`src/rtl/system_nios2_oci_pkg.sv`:
```
// Shared constants, frame tags and frame builders for the OCI trace path.
package system_nios2_oci_pkg;
    localparam int TW_W      = 36;
    localparam int DCT_BUF_W = 30;
    localparam int DCT_CNT_W = 4;
    localparam int CODE_W    = 2;
    localparam int ADDR_W    = 32;

    localparam logic [DCT_CNT_W-1:0] DCT_MAX  = 4'd15;
    localparam logic [1:0]           TAG_DCT  = 2'b01;
    localparam logic [3:0]           TAG_ADDR = 4'b1000;

    typedef enum logic {
        SLOT_EMPTY = 1'b0,
        SLOT_FULL  = 1'b1
    } slot_state_e;

    function automatic logic [TW_W-1:0] dct_frame(input logic [DCT_CNT_W-1:0] cnt,
                                                  input logic [DCT_BUF_W-1:0] buffer);
        return {TAG_DCT, cnt, buffer};
    endfunction

    function automatic logic [TW_W-1:0] addr_frame(input logic [ADDR_W-1:0] payload);
        return {TAG_ADDR, payload};
    endfunction
endpackage

```
`src/rtl/system_nios2_oci_dct_sequencer_if.sv`:
```
// Code/address/trace-word handshakes between trace sources, sequencer and memory writer.
interface system_nios2_oci_dct_sequencer_if;
    import system_nios2_oci_pkg::*;

    logic                 code_valid;
    logic [CODE_W-1:0]    code;
    logic                 code_ready;
    logic                 addr_valid;
    logic [ADDR_W-1:0]    addr_payload;
    logic                 addr_ready;
    logic                 flush;
    logic                 tw_valid;
    logic [TW_W-1:0]      tw;
    logic                 tw_ready;
    logic [DCT_BUF_W-1:0] dct_buffer;
    logic [DCT_CNT_W-1:0] dct_count;

    modport slave (
        input  code_valid, code, addr_valid, addr_payload, flush, tw_ready,
        output code_ready, addr_ready, tw_valid, tw, dct_buffer, dct_count
    );

    modport master (
        output code_valid, code, addr_valid, addr_payload, flush, tw_ready,
        input  code_ready, addr_ready, tw_valid, tw, dct_buffer, dct_count
    );
endinterface

```
`src/rtl/system_nios2_oci_dct_packer.sv`:
```
// Code shift register, code counter and idle sync timer for the DCT buffer.
module system_nios2_oci_dct_packer
    import system_nios2_oci_pkg::*;
#(
    parameter int SYNC_INTERVAL = 64
) (
    input  logic                 clk,
    input  logic                 reset_n,
    input  logic                 code_acc,
    input  logic [CODE_W-1:0]    code,
    input  logic                 load,
    output logic [DCT_BUF_W-1:0] dct_buffer,
    output logic [DCT_CNT_W-1:0] dct_count,
    output logic                 sync_exp
);
    localparam int TMR_W      = (SYNC_INTERVAL > 2) ? $clog2(SYNC_INTERVAL) : 1;
    localparam int TMR_LAST_I = (SYNC_INTERVAL > 0) ? SYNC_INTERVAL - 1 : 0;
    localparam logic [TMR_W-1:0] TMR_LAST = TMR_LAST_I[TMR_W-1:0];

    logic [TMR_W-1:0] timer;

    // Timer saturates at its terminal value so expiry stays asserted until the frame loads.
    assign sync_exp = (SYNC_INTERVAL != 0) && (dct_count != '0) && (timer == TMR_LAST);

    always_ff @(posedge clk or negedge reset_n) begin
        if (!reset_n) begin
            dct_buffer <= '0;
            dct_count  <= '0;
            timer      <= '0;
        end else if (load) begin
            dct_buffer <= '0;
            dct_count  <= '0;
            timer      <= '0;
        end else if (code_acc) begin
            dct_buffer <= {dct_buffer[DCT_BUF_W-CODE_W-1:0], code};
            dct_count  <= dct_count + 1'b1;
            timer      <= '0;
        end else if (dct_count != '0 && timer != TMR_LAST) begin
            timer      <= timer + 1'b1;
        end
    end
endmodule

```
`src/rtl/system_nios2_oci_dct_sequencer.sv`:
```
// Arbitrates DCT frames and address packets onto the single trace-word output slot.
module system_nios2_oci_dct_sequencer
    import system_nios2_oci_pkg::*;
#(
    parameter int SYNC_INTERVAL = 64
) (
    input  logic clk,
    input  logic reset_n,
    input  logic trc_on,
    system_nios2_oci_dct_sequencer_if.slave bus
);
    slot_state_e          state, state_nxt;
    logic [TW_W-1:0]      tw_q;
    logic                 flush_pend;
    logic [DCT_BUF_W-1:0] dct_buffer;
    logic [DCT_CNT_W-1:0] dct_count;
    logic                 sync_exp;
    logic                 slot_free, cnt_nz, cnt_full;
    logic                 dct_load, addr_load, code_ready, code_acc;

    system_nios2_oci_dct_packer #(.SYNC_INTERVAL(SYNC_INTERVAL)) u_packer (
        .clk        (clk),
        .reset_n    (reset_n),
        .code_acc   (code_acc),
        .code       (bus.code),
        .load       (dct_load),
        .dct_buffer (dct_buffer),
        .dct_count  (dct_count),
        .sync_exp   (sync_exp)
    );

    always_comb begin
        slot_free  = (state == SLOT_EMPTY) || bus.tw_ready;
        cnt_nz     = (dct_count != '0);
        cnt_full   = (dct_count == DCT_MAX);
        // A pending address forces the partial frame out first so codes keep their order.
        dct_load   = reset_n && slot_free && cnt_nz &&
                     (cnt_full || bus.addr_valid || flush_pend || sync_exp || !trc_on);
        addr_load  = reset_n && slot_free && !cnt_nz && bus.addr_valid && trc_on;
        code_ready = reset_n && trc_on && !cnt_full && !bus.addr_valid && !dct_load;
        code_acc   = bus.code_valid && code_ready;

        state_nxt = state;
        if (dct_load || addr_load)
            state_nxt = SLOT_FULL;
        else if (state == SLOT_FULL && bus.tw_ready)
            state_nxt = SLOT_EMPTY;
    end

    always_ff @(posedge clk or negedge reset_n) begin
        if (!reset_n)
            state <= SLOT_EMPTY;
        else
            state <= state_nxt;
    end

    always_ff @(posedge clk or negedge reset_n) begin
        if (!reset_n) begin
            tw_q       <= '0;
            flush_pend <= 1'b0;
        end else begin
            if (dct_load)
                tw_q <= dct_frame(dct_count, dct_buffer);
            else if (addr_load)
                tw_q <= addr_frame(bus.addr_payload);

            if (dct_load)
                flush_pend <= bus.flush && code_acc;
            else if (bus.flush)
                flush_pend <= 1'b1;
            else if (!cnt_nz)
                flush_pend <= 1'b0;
        end
    end

    assign bus.code_ready = code_ready;
    assign bus.addr_ready = addr_load;
    assign bus.tw_valid   = (state == SLOT_FULL);
    assign bus.tw         = tw_q;
    assign bus.dct_buffer = dct_buffer;
    assign bus.dct_count  = dct_count;
endmodule

```
`src/flat_wrapper.sv`:
```
// flat-port wrapper written by rule: the top's interface ports become plain ports
module system_nios2_oci_dct_sequencer_flat import system_nios2_oci_pkg::*;
#(
    parameter int SYNC_INTERVAL = 64
)
  (clk, reset_n, trc_on, bus_code_valid, bus_code, bus_addr_valid, bus_addr_payload, bus_flush, bus_tw_ready, bus_code_ready, bus_addr_ready, bus_tw_valid, bus_tw, bus_dct_buffer, bus_dct_count);
  system_nios2_oci_dct_sequencer_if bus_i ();
  input  logic clk;
  input  logic reset_n;
  input  logic trc_on;
  input wire logic [$bits(bus_i.code_valid)-1:0] bus_code_valid;
  input wire logic [$bits(bus_i.code)-1:0] bus_code;
  input wire logic [$bits(bus_i.addr_valid)-1:0] bus_addr_valid;
  input wire logic [$bits(bus_i.addr_payload)-1:0] bus_addr_payload;
  input wire logic [$bits(bus_i.flush)-1:0] bus_flush;
  input wire logic [$bits(bus_i.tw_ready)-1:0] bus_tw_ready;
  output wire logic [$bits(bus_i.code_ready)-1:0] bus_code_ready;
  output wire logic [$bits(bus_i.addr_ready)-1:0] bus_addr_ready;
  output wire logic [$bits(bus_i.tw_valid)-1:0] bus_tw_valid;
  output wire logic [$bits(bus_i.tw)-1:0] bus_tw;
  output wire logic [$bits(bus_i.dct_buffer)-1:0] bus_dct_buffer;
  output wire logic [$bits(bus_i.dct_count)-1:0] bus_dct_count;
  assign bus_i.code_valid = bus_code_valid;
  assign bus_i.code = bus_code;
  assign bus_i.addr_valid = bus_addr_valid;
  assign bus_i.addr_payload = bus_addr_payload;
  assign bus_i.flush = bus_flush;
  assign bus_i.tw_ready = bus_tw_ready;
  assign bus_code_ready = bus_i.code_ready;
  assign bus_addr_ready = bus_i.addr_ready;
  assign bus_tw_valid = bus_i.tw_valid;
  assign bus_tw = bus_i.tw;
  assign bus_dct_buffer = bus_i.dct_buffer;
  assign bus_dct_count = bus_i.dct_count;
  system_nios2_oci_dct_sequencer #(.SYNC_INTERVAL(SYNC_INTERVAL)) u_core (.clk(clk), .reset_n(reset_n), .trc_on(trc_on), .bus(bus_i));
endmodule
```
`config.mk`:
```
export PLATFORM = sky130hd
export DESIGN_NAME = system_nios2_oci_dct_sequencer_flat
export DESIGN_NICKNAME = d
export VERILOG_FILES = /design/src/rtl/system_nios2_oci_pkg.sv /design/src/rtl/system_nios2_oci_dct_sequencer_if.sv /design/src/rtl/system_nios2_oci_dct_packer.sv /design/src/rtl/system_nios2_oci_dct_sequencer.sv /design/src/flat_wrapper.sv
export SDC_FILE = /design/constraint.sdc
export NUM_CORES = 1
export LEC_CHECK = 0
export CAP_MARGIN = 0
export CORE_ASPECT_RATIO = 0.8
export CORE_MARGIN = 2
export CORE_UTILIZATION = 46
export CTS_CLUSTER_DIAMETER = 120
export DETAILED_ROUTE_END_ITERATION = 7
export HOLD_SLACK_MARGIN = 0.1
export PLACE_DENSITY_LB_ADDON = 0.15
export SLEW_MARGIN = 20
export SYNTH_ARGS = -nofsm -noshare
export SYNTH_HDL_FRONTEND = slang
export SYNTH_SLANG_ARGS = --single-unit
export TNS_END_PERCENT = 10
```
`constraint.sdc`:
```
create_clock -name clk -period 2.6 [get_ports clk]
set_input_delay 0.39 -clock clk [delete_from_list [all_inputs] [get_ports clk]]
set_output_delay 0.39 -clock clk [all_outputs]
set_load 0.02 [all_outputs]
```
Word-level counts from Yosys, hierarchy flattened --
Cells that the tools add are included. Widths: inputs -> output; s select.
Storage, ports and cells: output and inout port bits 73, input port bits 41, logic and storage cells 58, register bits 78
Operators by class: eq/ne operators 4, reduce and logical (&&, ||, !) cells 31, bitwise operators 1, multiplexer cells 14, add/sub/neg operators 2
Operator list (number):
- $mux 36 | 2
- $mux 30 | 2
- $mux 6 | 3
- $logic_and 1x1->1 | 15
- $mux 4 | 2
- $add 6x1->6 const B | 1
- $eq 6x6->1 const B | 1
- $logic_or 1x1->1 | 6
- $ne 6x6->1 const B | 1
- $reduce_bool 2->1 | 3
- $logic_not 1->1 | 5
- $mux 1 | 5
- $add 4x1->4 const B | 1
- $eq 4x4->1 const B | 1
- $reduce_bool 4->1 | 1
- $ne 3x3->1 const B | 1
- $reduce_bool 3->1 | 1
- $not 1->1 | 1

Logic depth before layout (Yosys ltp) --
depth after elaboration 11, mapped depth 8, mapped depth without buffers 7

Modules after synthesis --
From an unflattened synthesis, not the netlist that was laid out.
Unflattened totals: cells, all modules 285, area total of the unflattened synthesis 3488.3 sq um
Modules (own cells, without submodules):
- system_nios2_oci_dct_packer | cells an instance 151, times used 1, seq. area each 1001.0 sq um, area each 1775.5 sq um
- system_nios2_oci_dct_sequencer | cells an instance 134, times used 1, seq. area each 950.9 sq um, area each 1712.9 sq um

Least setup slack after synthesis --
No wires, ideal clock.
path type reg2out, start point reg u_core.u_packer.dct_count[0], end point out bus_code_ready, stages on the path, launching flop included 9, setup slack -0.003 ns, data arrival time 2.213 ns, path buffers 3, cell sequence dfrtp_1 ha_1 and3_4 or3b_1 buf_2 o21a_1 buf_6 buf_6 nor3b_2
On the way: cells in the longest elaborated chain, start to end 8, elaborated cells on any way between the ends 14
Ends and longest elaborated chain:
- from (decl) | line system_nios2_oci_dct_packer.sv:13 | output logic [DCT_CNT_W-1:0] dct_count,
- from (signal assigned) | line system_nios2_oci_dct_packer.sv:36 | dct_count <= dct_count + 1'b1;
- $eq 4x4->1 | line system_nios2_oci_dct_sequencer.sv:35 | cnt_full = (dct_count == DCT_MAX);
- $logic_or 1x1->1 (4 in a row) | line system_nios2_oci_dct_sequencer.sv:38 | (cnt_full || bus.addr_valid || flush_pend || sync_exp || !trc_on);
- $logic_and 1x1->1 | line system_nios2_oci_dct_sequencer.sv:37 | dct_load = reset_n && slot_free && cnt_nz &&
- $logic_not 1->1 | line system_nios2_oci_dct_sequencer.sv:40 | code_ready = reset_n && trc_on && !cnt_full && !bus.addr_valid && !dct_load;
- $logic_and 1x1->1 * | line system_nios2_oci_dct_sequencer.sv:40
- to (decl) | line flat_wrapper.sv:17 | output wire logic [$bits(bus_i.code_ready)-1:0] bus_code_ready;
Every way passes the cells marked *; elsewhere a longest branch is shown, timed or not.

Worst setup path in the final report --
Same ends and word-level chain as after synthesis.

==> metrics.md <==
| Metric | Value |
|---|---|
| DRT iter0 DRCs | 164 |
| Initial antenna violation count | 0 |
| IR drop worst, VDD | 0.5245 mV |
| Total core area | 0.007497 mm² |
| Fin crit share | 0.9578 |
| RSZ-0062 raised after global routing | no |
| CTS Buffer Depth | 2 |
| DPL Wire Length | 6.419 mm |
| Post-DRT Antenna Nets | 0 |
| Max Fanout on Critical Path | 2 |
| First-pass GRT wire length | 16.36 mm |
| Setup_tns | 0 ns |
| Vias per cell | 5.752 |
| GP Congestion | slightly below 0.8 |
| Final instance count without filler cells | 561 |
| Register bit total from synthesis | roughly 80 |
| Post-route design area | 0.005049 mm² |
| Final nets | 496 |
| Commonest non-fill, non-tap cell in the layout | clkdlybuf4s50_1 |
| CTS Sinks | 78 |
| Placed Cells | 546 |
| Hold slack | 0.1577 ns |
| Dpl cell area | 0.004883 mm² |
| Num CTS Buffers | 9 |
| Worst EP required | roughly 2.2 ns |
| FP Rows | 28 |
| Sequential area share after synthesis | 0.5419 |
| Clk_skew | 0.008249 ns |
| CP startpoint kind | flip-flop |
| Critical path class | reg2out |
| Initial Util | 0.4805 |
| Residual DRC | 0 |
| Crit path arrival time | around 2.1 ns |
| F_max | 401.6 MHz |
| Setup violators final | 0 |
| Endpoints failing hold | 0 |
| IO Count | about 110 |
| CP endpoint kind | output pin |
| Die Area | 0.008559 mm² |
| Ys async rst share | 1.000 |
| Min cycle time layout | 2.490 ns |
| Mapped Cells | between 300 and 400 |
| CTS H-tree lvls | 3 |
| Post-synth EDFFs | 0 |
| CTS root buf | clkbuf_8 |
| Pre-CTS setup slack | -0.09864 ns |
| Slew @ Worst Pin | 0.5322 ns |
| Antenna cells | 0 |
| Slew Limit Fails | 0 |
| Setup WS post-layout | about 0.11 ns |
| Vias in the first global route | 3,168 |
| Tot Pwr | ~4.7 mW |
| Synth Area in Adders | 0.01042 |
| Multiplexer share of the synthesized area | 0.005557 |
| Post-DR wirelength/cell | 17.88 µm |
| Static leakage | 2.017 nW |
| Max cap viols | 0 |
| Synth unique cells | 38 |
| Synth-to-layout area growth | 40.15% |
| YS warnings | 0 |
| Synth Area per Inst | 10.59 µm² |
| Synth Flop Type | dfrtp_1 |
| Postcts setup bufs | 0 |
| Pwr/cell area | 938.3 mW/mm² |
| Rel. slew slack | 0.6439 |
| Xor and xnor area share after synthesis | 0.009726 |
| Synth Area in Compound Gates | 0.2508 |
| Fillers | 669 |
| Drt first pass iters | 4 |
| Die Wd | just over 100 µm |
| Vias | 3,227 |
| Status | complete, no violations |
| Final core utilization | 0.6734 |
| DRT Wirelength | 10.03 mm |
| Largest family of logic cells by synthesized area | compound AO/OA/AOI/OAI gates |
| Syn nets | ~380 |
| Gr ovfl total | 0 |
| Worst skew pair latency | 0.35 ns |
| Netlist Area Pre-Place | about 0.0036 mm² |
| Die Ht | a little over 80 µm |
| Worst Hold Class | in2async |
| Clock slew at reported path FFs | 0.08 ns |
| Most frequent cells in the layout | 110 x clkdlybuf4s50_1, 78 x dfrtp_1, 74 x nand2_1, 67 x o211ai_1, 31 x a32o_1 |
| CTS tree | yes |
| GRT Total Usage | 0.2450 |
| Simple-Gate Fraction of Synth Area | 0.1337 |
| Largest net degree at the start of global routing | 47 |
| Fraction of layout cells with a size suffix above 1 | 0.1009 |
| Port bufs | 113 |
## worst max-delay path: stages, from the launching register on
cell and delay (ns):
dfrtp_1 0.38, ha_1 0.21, and3_4 0.18, or3b_1 0.36, o21a_2 0.25, nor3b_4 0.17, buf_2 0.18
## worst paths after layout
| check | from | endpoint | slack [ns] | cells past startpoint |
|---|---|---|---|---|
| setup / recovery | u_core.u_packer.dct_count[0] | bus_code_ready | 0.11 | 6 |
| hold / removal | reset_n | u_core.bus.tw[13] | 0.16 | 2 |
| setup reg to reg | u_core.u_packer.dct_count[0] | u_core.u_packer.dct_buffer[26] | 0.23 | 10 |
| hold reg to reg | u_core.bus.tw[34] | u_core.bus.tw[34] | 0.51 | 2 |
| max in group asynchronous | reset_n | u_core.bus.tw[31] | 2.09 | 2 |
| min in group clk | u_core.bus.tw[34] | u_core.bus.tw[34] | 0.51 | 2 |
## sequential cells by signal, indices dropped and copies added (netlist names)
| register | count |
|---|---|
| u_core.u_packer.dct_buffer | 30 |
| u_core.flush_pend | 1 |
| u_core.u_packer.timer | 6 |
| u_core.bus.tw_valid | 1 |
| u_core.u_packer.dct_count | 4 |
| u_core.bus.tw | 36 |
## cells in the mapped netlist (2+ instances only)
master / n / share of area
dfrtp_1: 78 / 0.54
nand2_1: 74 / 0.077
o211ai_1: 67 / 0.14
a32o_1: 31 / 0.086
clkbuf_1: 21 / 0.022
nor3_1: 7 / 0.0097
buf_2: 6 / 0.0083
nor2_1: 6 / 0.0063
a21oi_1: 4 / 0.0056
buf_6: 4 / 0.013
ha_1: 3 / 0.010
inv_1: 3 / 0.0031
o21ai_0: 3 / 0.0042
mux2i_1: 2 / 0.0056
nand3_1: 2 / 0.0028
nand4b_1: 2 / 0.0049
nor2b_1: 2 / 0.0035
nor3b_1: 2 / 0.0042
nor3b_2: 2 / 0.0069
xnor2_1: 2 / 0.0049
xor2_1: 2 / 0.0049
## layout make-up
cell class,count,area (µm²),share of cell area
multi-input cells,226,1506,0.2984
inverters,4,15.01,0.002974
well taps,105,131.4,0.02602
flip-flops and latches,78,1952,0.3866
repair buffers,133,1269,0.2513
clock buffers,12,155.1,0.03073
clock inverters,3,20.02,0.003965
## routing by layer
layer	GRT usage	share of wire	up-vias
met1	0.3603	0.47	1615
met3	0.06313	0.061	8
met4	0.05144	0.0068	0
li1	-	-	1495
met5	0	0	-
met2	0.3678	0.46	109
## logic make-up (layout without fill, tap and decap cells)
family	count (synthesis)	after routing
AND/OR/NAND/NOR	106	106
flip-flops	78	78
AO/OA/AOI/OAI	111	111
adder cells (fa/ha/maj)	3	3
XOR/XNOR	4	4
multiplexers	2	2
buffers and inverters	36	152
## power breakdown
group	total [mW]	leakage [nW]	internal (mW)	switching [mW]
Sequential	1.75	1.05	1.53	0.214
Combinational	2.16	0.883	0.937	1.22
Clock	0.832	0.0845	0.392	0.440
## what timing repair did
action | in CTS | in global routing
endpoints found under the setup margin | 2 | 1
hold buffers | 0 | 0
gates resized for setup | 5 | 2
Note: power is estimated with default switching activity, not from simulation.
==> variant, RTL diff (same settings) <==
`DCT_MAX`: 4'd15 -> 4'd7.
--- a/src/rtl/system_nios2_oci_pkg.sv
+++ b/src/rtl/system_nios2_oci_pkg.sv
@@ -6,7 +6,7 @@
     localparam int CODE_W    = 2;
     localparam int ADDR_W    = 32;
 
-    localparam logic [DCT_CNT_W-1:0] DCT_MAX  = 4'd15;
+    localparam logic [DCT_CNT_W-1:0] DCT_MAX  = 4'd7;
     localparam logic [1:0]           TAG_DCT  = 2'b01;
     localparam logic [3:0]           TAG_ADDR = 4'b1000;
 
Check against the original RTL: not equivalent (a bounded check fails within 10 cycles, from zero or initial values and one cycle with reset_n low).
==> variant against the unedited design <==
  * Area after synthesis shrank 0.14%
  * Global-route usage fell by 0.22 points
  * Final cell count unchanged
  * Hold slack worse by 0.012 ns
  * Core utilization barely moved
  * Sequential cell count unchanged
  * Combinational power about the same
  * Design area hardly changed
  * Critical path depth unchanged
  * Setup slack worse by 0.0011 ns
  * Clock power fell by 2%
  * Total power fell by 0.29%
  * Clock skew is 0.0054 ns higher
  * Routed wire length decreased by 1.3%
==> variant: results (changes against the unedited design) <==
| Metric | Value |
|---|---|
| Routed met3 length | 696 µm (was 612 µm) |
| Total global-route track usage | 0.2428 (was 0.2450) |
| Status | finished, final reports clean (unchanged) |
| Switching Share | 0.3980 (was 0.3954) |
| Met2 usage | 0.3654 (was 0.3678) |
| GPL Wtd Cong | 0.8098 (was 0.7748) |
| Slew @ Worst Pin | 0.5580 ns (was 0.5322 ns) |
| Fill cell count | 622 (was 669) |
| Syn_area_per_cell | 10.58 µm² (was 10.59 µm²) |
| Met3 Track Usage GR | 0.05219 (was 0.06313) |
| Placed Area | 4873 µm² (was 4883 µm²) |
| Slowest Stage Delay on Critical Path | 0.40 ns (was 0.38 ns) |
| DRT Pass-1 Iters | 5 (was 4) |
| IR drop worst, VDD | 0.0005262 V (was 0.0005245 V) |
| Vias/cell | 5.824 (was 5.752) |
| Clock share of power | 0.173 (was 0.176) |
| Final worst slack | 0.1087 ns (was 0.1098 ns) |
| Reg-to-reg endpoint | u_core.u_packer.dct_buffer[18] (was u_core.u_packer.dct_buffer[26]) |
| Commonest cells post-synth | dfrtp_1, nand2_1, o211ai_1 (unchanged) |
| Share of cells above drive strength 1 | 0.09649 (was 0.1009) |
| Vias in the first global route | 3220 (was 3168) |
| Dpl ws | -0.09179 ns (was -0.09864 ns) |
| Final wirelength | 9895 µm (was 10030 µm) |
| First-pass GRT wire length | 16460 µm (was 16360 µm) |
| Post-synthesis sequential area ratio | 0.5426 (was 0.5419) |
| Mux contribution to synthesized area | 0.005565 (was 0.005557) |
| Hold WS | 0.1454 ns (was 0.1577 ns) |
| Post-DP HPWL | 6447 µm (was 6419 µm) |
| Top post-synthesis cells by area | dfrtp_1, o211ai_1, a32o_1, nand2_1, clkbuf_1 (unchanged) |
| M1 GR Usage | 0.3606 (was 0.3603) |
| DP Cell Count | 545 (was 546) |
| Post-synthesis xor/xnor area fraction | 0.009739 (was 0.009726) |
-- variant: cell count changes after synthesis --
| cell | unedited run | this run |
|---|---|---|
| and3_4 | 1 | 0 |
| clkbuf_1 | 21 | 23 |
| and3b_1 | 0 | 1 |
| buf_2 | 6 | 4 |
-- variant: cell type report --
type | count | area, µm² | area share
Timing Repair Buffer | 132 | 1269 | 0.2514
Sequential cell | 78 | 1952 | 0.3867
Multi-Input combinational cell | 226 | 1504 | 0.2980
Tap cell | 105 | 131.4 | 0.02603
Clock inverter | 5 | 35.03 | 0.006941
Inverter | 4 | 15.01 | 0.002975
Clock buffer | 11 | 141.4 | 0.02801
-- variant: cells by family (layout without fill, tap and decap cells) --
family / count (synthesis) / in the layout
and+or+nand+nor: 106 / 106
adders and majority gates: 3 / 3
DFF: 78 / 78
AOI/OAI and AO/OA: 111 / 111
xor gates and xnor gates: 4 / 4
buffers and inverters: 36 / 152
muxes: 2 / 2
